**src/rtl/hazard_pkg.sv**
```systemverilog
// Shared types and encodings for the pipeline hazard controller.
package hazard_pkg;

   typedef enum logic [1:0] {
      ST_RUN,
      ST_BUBBLE,
      ST_MEMWAIT
   } state_e;

   localparam logic [2:0] FW_RF        = 3'd0;
   localparam logic [2:0] FW_EXMEM_ALU = 3'd1;
   localparam logic [2:0] FW_MEMWB_ALU = 3'd2;
   localparam logic [2:0] FW_MEMWB_MEM = 3'd3;
   localparam logic [2:0] FW_MEMWB_PC4 = 3'd4;

   localparam logic [1:0] WB_ALU = 2'd0;
   localparam logic [1:0] WB_MEM = 2'd1;
   localparam logic [1:0] WB_PC4 = 2'd2;

endpackage

```
**src/rtl/hazard_ctrl_fw_sel.sv**
```systemverilog
// Per-operand forwarding source select; EX/MEM has priority over MEM/WB.
module fw_sel
   import hazard_pkg::*;
#(
   parameter int unsigned SEL_W = 3
) (
   input  logic [4:0]       rs_addr_i,
   input  logic             mem_valid_i,
   input  logic             mem_regwrite_i,
   input  logic [4:0]       mem_rd_addr_i,
   input  logic [1:0]       mem_wb_sel_i,
   input  logic             wb_valid_i,
   input  logic             wb_regwrite_i,
   input  logic [4:0]       wb_rd_addr_i,
   input  logic [1:0]       wb_sel_i,
   output logic [SEL_W-1:0] sel_o
);

   logic mem_hit;
   logic wb_hit;

   assign mem_hit = mem_valid_i && mem_regwrite_i && (mem_rd_addr_i != 5'd0)
                    && (mem_rd_addr_i == rs_addr_i);
   assign wb_hit  = wb_valid_i && wb_regwrite_i && (wb_rd_addr_i != 5'd0)
                    && (wb_rd_addr_i == rs_addr_i);

   always_comb begin
      sel_o = SEL_W'(FW_RF);
      if (mem_hit && (mem_wb_sel_i == WB_ALU)) begin
         sel_o = SEL_W'(FW_EXMEM_ALU);
      end else if (wb_hit) begin
         case (wb_sel_i)
            WB_ALU:  sel_o = SEL_W'(FW_MEMWB_ALU);
            WB_MEM:  sel_o = SEL_W'(FW_MEMWB_MEM);
            WB_PC4:  sel_o = SEL_W'(FW_MEMWB_PC4);
            default: sel_o = SEL_W'(FW_RF);
         endcase
      end
   end

endmodule

```
**src/rtl/hazard_ctrl.sv**
```systemverilog
// Pipeline hazard controller: operand forwarding, load-use bubbles,
// branch flushes, data-memory wait stalls and performance counters.
module hazard_ctrl
   import hazard_pkg::*;
#(
   parameter  int unsigned XLEN     = 32,
   parameter  int unsigned NUM_FW   = 4,
   parameter  int unsigned LU_STALL = 1,
   parameter  int unsigned CNT_W    = 32,
   localparam int unsigned SEL_W    = $clog2(NUM_FW + 1)
) (
   input  logic             clk_i,
   input  logic             rst_ni,
   input  logic             dec_valid_i,
   input  logic [4:0]       dec_rs1_addr_i,
   input  logic [4:0]       dec_rs2_addr_i,
   input  logic             ex_valid_i,
   input  logic [4:0]       ex_rs1_addr_i,
   input  logic [4:0]       ex_rs2_addr_i,
   input  logic [4:0]       ex_rd_addr_i,
   input  logic             ex_regwrite_i,
   input  logic [1:0]       ex_wb_sel_i,
   input  logic             mem_valid_i,
   input  logic             mem_regwrite_i,
   input  logic [4:0]       mem_rd_addr_i,
   input  logic [1:0]       mem_wb_sel_i,
   input  logic             wb_valid_i,
   input  logic             wb_regwrite_i,
   input  logic [4:0]       wb_rd_addr_i,
   input  logic [1:0]       wb_sel_i,
   input  logic             bj_sig_i,
   input  logic             dmem_busy_i,
   output logic             stall_if_o,
   output logic             flush_if_o,
   output logic             stall_id_o,
   output logic             flush_id_o,
   output logic             stall_ex_o,
   output logic             flush_ex_o,
   output logic             stall_mem_o,
   output logic             flush_mem_o,
   output logic [SEL_W-1:0] fw0_sel_o,
   output logic [SEL_W-1:0] fw1_sel_o,
   output logic [CNT_W-1:0] stall_cnt_o,
   output logic [CNT_W-1:0] flush_cnt_o
);

   if (XLEN < 1 || LU_STALL < 1 || LU_STALL > 3) begin : g_bad_param
      $error("hazard_ctrl: illegal XLEN or LU_STALL");
   end

   state_e           state_q, state_d;
   logic [1:0]       bub_q, bub_d;
   logic [CNT_W-1:0] stall_cnt_q, flush_cnt_q;
   logic [SEL_W-1:0] sel0, sel1;
   logic             lu_hazard;
   logic             st_if, st_id, st_ex, st_mem, fl_if, fl_id, br_flush;

   fw_sel #(.SEL_W(SEL_W)) u_fw0 (
      .rs_addr_i      (ex_rs1_addr_i),
      .mem_valid_i    (mem_valid_i),
      .mem_regwrite_i (mem_regwrite_i),
      .mem_rd_addr_i  (mem_rd_addr_i),
      .mem_wb_sel_i   (mem_wb_sel_i),
      .wb_valid_i     (wb_valid_i),
      .wb_regwrite_i  (wb_regwrite_i),
      .wb_rd_addr_i   (wb_rd_addr_i),
      .wb_sel_i       (wb_sel_i),
      .sel_o          (sel0)
   );

   fw_sel #(.SEL_W(SEL_W)) u_fw1 (
      .rs_addr_i      (ex_rs2_addr_i),
      .mem_valid_i    (mem_valid_i),
      .mem_regwrite_i (mem_regwrite_i),
      .mem_rd_addr_i  (mem_rd_addr_i),
      .mem_wb_sel_i   (mem_wb_sel_i),
      .wb_valid_i     (wb_valid_i),
      .wb_regwrite_i  (wb_regwrite_i),
      .wb_rd_addr_i   (wb_rd_addr_i),
      .wb_sel_i       (wb_sel_i),
      .sel_o          (sel1)
   );

   assign lu_hazard = dec_valid_i && ex_valid_i && ex_regwrite_i
                      && (ex_rd_addr_i != 5'd0) && (ex_wb_sel_i != WB_ALU)
                      && ((ex_rd_addr_i == dec_rs1_addr_i)
                          || (ex_rd_addr_i == dec_rs2_addr_i));

   // MEMWAIT with busy low behaves as RUN, so release and a waiting branch share a cycle.
   always_comb begin
      state_d  = state_q;
      bub_d    = bub_q;
      st_if    = 1'b0;
      st_id    = 1'b0;
      st_ex    = 1'b0;
      st_mem   = 1'b0;
      fl_if    = 1'b0;
      fl_id    = 1'b0;
      br_flush = 1'b0;
      if (dmem_busy_i) begin
         {st_if, st_id, st_ex, st_mem} = 4'b1111;
         state_d = ST_MEMWAIT;
      end else if (bj_sig_i) begin
         fl_if    = 1'b1;
         fl_id    = 1'b1;
         br_flush = 1'b1;
         state_d  = ST_RUN;
      end else begin
         case (state_q)
            ST_BUBBLE: begin
               st_if = 1'b1;
               fl_id = 1'b1;
               if (bub_q <= 2'd1) state_d = ST_RUN;
               else               bub_d   = bub_q - 2'd1;
            end
            default: begin
               state_d = ST_RUN;
               if (lu_hazard) begin
                  st_if = 1'b1;
                  fl_id = 1'b1;
                  if (LU_STALL > 1) begin
                     state_d = ST_BUBBLE;
                     bub_d   = 2'(LU_STALL - 1);
                  end
               end
            end
         endcase
      end
   end

   always_ff @(posedge clk_i or negedge rst_ni) begin
      if (!rst_ni) begin
         state_q     <= ST_RUN;
         bub_q       <= '0;
         stall_cnt_q <= '0;
         flush_cnt_q <= '0;
      end else begin
         state_q <= state_d;
         bub_q   <= bub_d;
         if ((st_if || st_id || st_ex || st_mem) && (stall_cnt_q != '1))
            stall_cnt_q <= stall_cnt_q + 1'b1;
         if (br_flush && (flush_cnt_q != '1))
            flush_cnt_q <= flush_cnt_q + 1'b1;
      end
   end

   assign stall_if_o  = rst_ni & st_if;
   assign stall_id_o  = rst_ni & st_id;
   assign stall_ex_o  = rst_ni & st_ex;
   assign stall_mem_o = rst_ni & st_mem;
   assign flush_if_o  = ~rst_ni | fl_if;
   assign flush_id_o  = ~rst_ni | fl_id;
   assign flush_ex_o  = ~rst_ni;
   assign flush_mem_o = ~rst_ni;
   assign fw0_sel_o   = rst_ni ? sel0 : SEL_W'(FW_RF);
   assign fw1_sel_o   = rst_ni ? sel1 : SEL_W'(FW_RF);
   assign stall_cnt_o = stall_cnt_q;
   assign flush_cnt_o = flush_cnt_q;

endmodule
```
**config.mk**
```make
export PLATFORM = sky130hd
export DESIGN_NAME = hazard_ctrl
export DESIGN_NICKNAME = d
export VERILOG_FILES = /design/src/rtl/hazard_pkg.sv /design/src/rtl/hazard_ctrl_fw_sel.sv /design/src/rtl/hazard_ctrl.sv
export SDC_FILE = /design/constraint.sdc
export NUM_CORES = 1
export LEC_CHECK = 0
export ABC_CLOCK_PERIOD_IN_PS = 2200
export BUFFER_PORTS_ARGS = -buffer_cell sky130_fd_sc_hd__buf_4
export CAP_MARGIN = 20
export CORE_MARGIN = 5
export CORE_UTILIZATION = 50
export DETAILED_ROUTE_END_ITERATION = 6
export PLACE_DENSITY_LB_ADDON = 0.08
export SYNTH_ARGS = -nofsm -noshare
export SYNTH_HDL_FRONTEND = slang
export SYNTH_SLANG_ARGS = --single-unit
```
**constraint.sdc**
```tcl
create_clock -name clk_i -period 2.2 [get_ports clk_i]
set_input_delay 0.33 -clock clk_i [delete_from_list [all_inputs] [get_ports clk_i]]
set_output_delay 0.33 -clock clk_i [all_outputs]
set_load 0.1 [all_outputs]
```
==> results_dict.tcl, run 1 <==
set metrics [dict create \
    run_status "finished clean" \
    grt_pass1_vias 3275 \
    fill_cells 526 \
    synth_area_leaders "dfrtp_1, xnor2_1, xor2_1, nand4_1, and4_1" \
    yosysWarningCount 0 \
    drive_gt1_share_pct 48.02 \
    reg2reg_slack_ns 0.09 \
    ant_nets 0 \
    slowest_stage "dfrtp_4" \
    period_needed_ns 2.112 \
    hpwl_mm 7.108 \
    fp.dieArea_um2 8918 \
    maxCapViolations 0 \
    vias 3235 \
    setup_violations 0 \
    ys_async_sr_fraction_pct 100.0 \
    h-tree-depth 3 \
    wl_per_cell_um 15.99 \
    antenna_found_initial 0 \
    cts.path.max_buffers 2 \
    crit_chain "ha_4, nand2_1, or3_4, o32ai_4, nor2_2, buf_12, buf_2, buf_4, xor2_1" \
    dr.pass1.iters 4 \
    crit_family "simple AND/OR/NAND/NOR gates" \
    insertion_delay_ns 0.34 \
    fp.dieW_um 94.44 \
    cts-root-buf "clkbuf_8" \
    synth.distinct_cells 43 \
    synth.avg_cell_area_um2 10.21 \
    synth.yosys.seq_area_share_pct 44.93 \
    clock.fmax_mhz 473.5 \
    vias_per_cell 5.392 \
    synthFlopType "dfrtp_1" \
    period_share_pct 96.00 \
    synthCells 349 \
    cp_max_fo 7 \
    finalNetCount 553 \
    critPathLaunchType "register" \
    grt_max_degree 51 \
    worstSetupPathType "reg -> reg" \
    postRouteWirelength_mm 9.591 \
    yosysTopAreaCell "dfrtp_1" \
    clock_sinks 64 \
    detail_route.iter0.violations 106 \
    drcViolationCount 0 \
    maxSlewHeadroom_pct 58.00 \
    grt_use_total_pct 21.41 \
    tightest_slew_ns 0.6300 \
    min_path_type "in -> async" \
    synth-edff-count 0 \
    r2r-end "stall_cnt_o[0]" \
    synth_nets 403 \
    core_um2 6869 \
    fin_cells 600 \
    post-place-cells 577 \
    ir_worst_vdd_v 0.001110 \
    cp_num_buf_inv 3 \
    cts_tree "built" \
    diodes 0 \
    rr_startpoint "stall_cnt_o[0]" \
    ys_ff_latch 64 \
    initial_core_util_pct 51.89 \
    die_y_um 94.44 \
    synth.cell_area_um2 3565 \
    area_delta_synth_final_pct 45.00 \
    p_per_area_nw_per_um2 809.0 \
    port-buffer-count 129 \
    clk_pin_slew_ns 0.08 \
    fin_skew_ns 0.01045 \
    slew_violations 0 \
    rsz0062_at_grt "true" \
    crit_required_ns 2.42 \
    grt_pass1_wl_mm 15.28 \
    postLayoutCoreUtil_pct 75.25 \
    numCtsBuffers 9 \
    leakage_nw 2.357 \
    reg2reg_depth 9 \
    hold_viol_final 0 \
    worstPathArrival_ns 2.33 \
    rows 30 \
    ios 130 \
    cp-startpoint "stall_cnt_o[0]" \
    worst_path_largest_cell_delay_ns 0.45 \
    gp_congestion 0.8053 \
    endpoint_kind "register" \
    synth_top_area_share_pct 44.93 \
    grt_overflow 0 \
]
-- stage by stage --
stage	area (µm²)	power (mW)	setup TNS, ns	worst slack [ns]	hold slack [ns]
after global placement	4816	2.920	0	0.07601	0.2100
after CTS	5064	4.145	0	0.05633	0.3879
after floorplan	3696	2.541	-0.6886	-0.3193	0.03441
after global routing	5169	4.346	-0.04395	-0.01215	0.4097
final	5169	4.182	0	0.08798	0.4045
after detailed placement	4816	2.944	0	0.05650	0.2117
-- sequential cells by signal (all words and copies together) (netlist names) --
signal / flops
stall_cnt_o: 32
flush_cnt_o: 32
-- cells in the mapped netlist, types with 3 or more instances --
master	number
a21oi_1	4
and2_1	3
and3_1	17
and4_1	13
buf_4	4
dfrtp_1	64
inv_1	8
mux2_2	3
nand2_1	27
nand2b_1	3
nand3_1	17
nand4_1	25
nor2_1	25
nor3_1	10
xnor2_1	50
xor2_1	41
-- power by group --
group	switching, mW	internal (mW)
clock	0.485	0.710
combinational	1.12	0.396
sequential	0.149	1.32
-- how the worst max path moves through the flow --
stage          slack (ns)  cells past startpoint        endpoint
2_1_floorplan       -0.32                      3      stall_id_o
3_5_place_dp         0.06                      8    fw1_sel_o[2]
5_1_grt             -0.01                      5      stall_id_o
6_report             0.09                      9  stall_cnt_o[0]
3_3_place_gp         0.08                      8    fw1_sel_o[2]
4_1_cts              0.06                      8    fw1_sel_o[2]
-- per-layer routing --
metal  GRT usage, %  wire length, µm  vias up
met1          27.38             4153     1614
met3          4.622              542        7
met2          36.70             4824       81
met4          5.776               71        0
met5              0                0        -
li1               -                -     1533
-- worst register-to-register path, stage by stage, from the launching register on --
cell and delay [ns]:
dfrtp_4 0.45, ha_4 0.15, nand2_1 0.07, or3_4 0.37
o32ai_4 0.29, nor2_2 0.08, buf_12 0.17, buf_2 0.16
buf_4 0.15, xor2_1 0.13
-- logic make-up (layout without fill, tap and decap cells) --
kind of cell / count (synthesis) / after routing / share of synthesized area [%]
AND/OR/NAND/NOR: 156 / 156 / 24.61
XOR/XNOR: 91 / 91 / 22.36
flip-flops: 64 / 64 / 44.93
AO/OA/AOI/OAI: 20 / 20 / 4.458
buffers and inverters: 13 / 168 / 2.001
multiplexers: 3 / 3 / 0.9476
adder cells (fa/ha/maj): 2 / 2 / 0.7019
-- layout make-up --
| cell class | count | area, µm² | share of cell area (%) |
|---|---|---|---|
| Clock buffer | 11 | 151.4 | 2.929 |
| Sequential cell | 64 | 1684 | 32.58 |
| Inverter | 8 | 30.03 | 0.5810 |
| Timing Repair Buffer | 144 | 1130 | 21.86 |
| Clock inverter | 5 | 86.33 | 1.670 |
| Tap cell | 96 | 120.1 | 2.324 |
| Multi-Input combinational cell | 272 | 1967 | 38.05 |
-- what timing repair did --
| action | CTS | global route |
|---|---|---|
| hold buffers | 1 | 0 |
| setup endpoints to repair | 0 | 10 |
| gates resized for setup | 0 | 10 |
| endpoints found under the hold margin | 14 | 0 |
| buffers inserted | 0 | 6 |
-- cell usage in the layout, fill, tap and decap left out, types with 3 or more instances in the layout --
master	instances
dfrtp_4	4
buf_6	3
nor2_1	19
a21oi_2	3
nand2_1	26
mux2_2	3
buf_4	136
xnor2_1	50
xor2_1	41
nor2_4	4
clkbuf_8	11
nor3_1	10
and3_1	17
inv_1	8
nor2_2	3
nand4_1	25
and2_1	3
and4_1	13
buf_12	3
dfrtp_1	6
nand3_1	17
dfrtp_2	54
(Power assumes the default switching activity.)
==> run 2, diff against run 1 <==
CORE_UTILIZATION = 51   (was 50)
CTS_BUF_LIST = sky130_fd_sc_hd__clkbuf_2   (was default)
==> results_dict.tcl, run 2 (same netlist as run 1, synthesis figures left out) <==
set metrics [dict create \
    min_path_type "in -> async" \
    postRouteWirelength_mm 8.870 \
    tns_ns 0 \
    hold_viol_final 0 \
    wl_per_cell_um 14.93 \
    crit_chain "buf_4, or4_1, nor2_1, nor4_1, nand4_1, nand2_1, nor2_4, buf_4" \
    cts-root-buf "clkbuf_2" \
    vias 3093 \
    numCtsBuffers 9 \
    final_common_cell "buf_4" \
    finalNetCount 547 \
    setup_violations 0 \
    slew_violations 0 \
    period_needed_ns 2.108 \
    p_per_area_nw_per_um2 713.5 \
    endpoint_kind "primary output" \
    drcViolationCount 0 \
    crit_family "simple AND/OR/NAND/NOR gates" \
    tightest_slew_ns 0.7873 \
    clk_pin_slew_ns 0.19 \
    drive_gt1_share_pct 46.99 \
    ant_nets 0 \
    h-tree-depth 3 \
    antenna_found_initial 0 \
    grt_busiest_layer "met2" \
    cp_max_fo 3 \
    detail_route.iter0.violations 105 \
    grtUsageMet2_pct 33.11 \
    cp_num_buf_inv 2 \
    p_total_mw 3.510 \
    core_um2 6794 \
    worst_path_largest_cell_delay_ns 0.50 \
    cts.path.max_buffers 2 \
    rows 30 \
    grt_pass1_vias 3070 \
    leakage_nw 2.256 \
    die_y_um 93.61 \
    dr.pass1.iters 4 \
    layout_common_cells "buf_4, dfrtp_2, xnor2_1" \
    period_share_pct 95.81 \
    diodes 0 \
    final_cell_area_um2 4920 \
    worstSetupPathType "in -> out" \
    rsz0062_at_grt "false" \
    worstPathArrival_ns 1.78 \
    run_status "finished clean" \
    clock.fmax_mhz 474.4 \
    maxCapViolations 0 \
    critPathMostFrequentCell "buf_4" \
    hpwl_mm 6.940 \
    fin_cells 594 \
    port-buffer-count 129 \
    grtUsageMet3_pct 4.988 \
    ios 130 \
    hold_buffers 0 \
    grt_overflow 0 \
    use_met1_pct 27.67 \
    insertion_delay_ns 0.47 \
    ir_worst_vdd_v 0.001032 \
    fp.dieW_um 93.61 \
    critPathLaunchType "primary input" \
    area_delta_synth_final_pct 38.01 \
    gp_congestion 0.8283 \
    setup_slack_ns 0.09228 \
    post_dp_cell_area_um2 4816 \
    grt_use_total_pct 20.71 \
    slowest_stage "or4_1" \
    crit_required_ns 1.87 \
    post-place-cells 577 \
    fp.dieArea_um2 8762 \
    grt_max_degree 65 \
    preCtsSetupSlack_ns 0.05565 \
    grt_pass1_wl_mm 14.61 \
    fin_skew_ns 0.02200 \
    cts_tree "built" \
    maxSlewHeadroom_pct 47.52 \
    initial_core_util_pct 52.47 \
    vias_per_cell 5.207 \
    clock_sinks 64 \
]
## run 2: cell types whose count changed in the layout (fill, tap and decap cells not counted), moves of 2 or more
cell / change
clkbuf_8: -11
clkbuf_2: +9
buf_12: -2
buf_6: -2
bufinv_16: -2
clkinv_2: +2
## run 2: layout make-up
| class | count | area, µm² |
|---|---|---|
| Clock buffer | 9 | 45.04 |
| Clock inverter | 7 | 47.55 |
| Fill cell | 533 | 1874 |
| Inverter | 8 | 30.03 |
| Multi-Input combinational cell | 272 | 1941 |
| Sequential cell | 64 | 1684 |
| Tap cell | 96 | 120.1 |
| Timing Repair Buffer | 138 | 1052 |
## run 2: report_power, final
part / switching, mW / leakage [nW] / internal [mW]
sequential: 0.137 / 0.773 / 1.32
combinational: 1.11 / 1.42 / 0.364
clock: 0.433 / 0.0597 / 0.149
## run 2: path summary, 6_finish.rpt
| path | from | end | slack (ns) | cells after the start |
|---|---|---|---|---|
| worst max-delay path | mem_rd_addr_i[0] | fw1_sel_o[1] | 0.09 | 8 |
| worst min-delay path | rst_ni | stall_cnt_o[21] | 0.06 | 2 |
| worst max register to register | stall_cnt_o[0] | stall_cnt_o[8] | 0.12 | 8 |
| worst min register to register | stall_cnt_o[12] | stall_cnt_o[12] | 0.50 | 1 |
| max in group asynchronous | rst_ni | stall_cnt_o[1] | 1.55 | 2 |
| min in group clk_i | dmem_busy_i | stall_cnt_o[24] | 0.32 | 4 |
## run 2: what timing repair did
| item | CTS | global route |
|---|---|---|
| setup buffers | 0 | 1 |
| endpoints found under the setup margin | 0 | 3 |
| gates resized for setup | 0 | 1 |
## run 2: per-layer routing
metal / up-vias / routed length, µm
li1: 1525 / -
met1: 1477 / 3932
met2: 87 / 4289
met5: - / 0
met4: 0 / 60
met3: 4 / 588
## run 2: through the flow
stage	utilization (%)	hold WS [ns]
detailed placement	70.88	0.4690
global placement	70.88	0.4656
floorplan	-	0.03441
finish	72.41	0.05696
global route	72.41	0.07118
CTS	72.25	0.03304
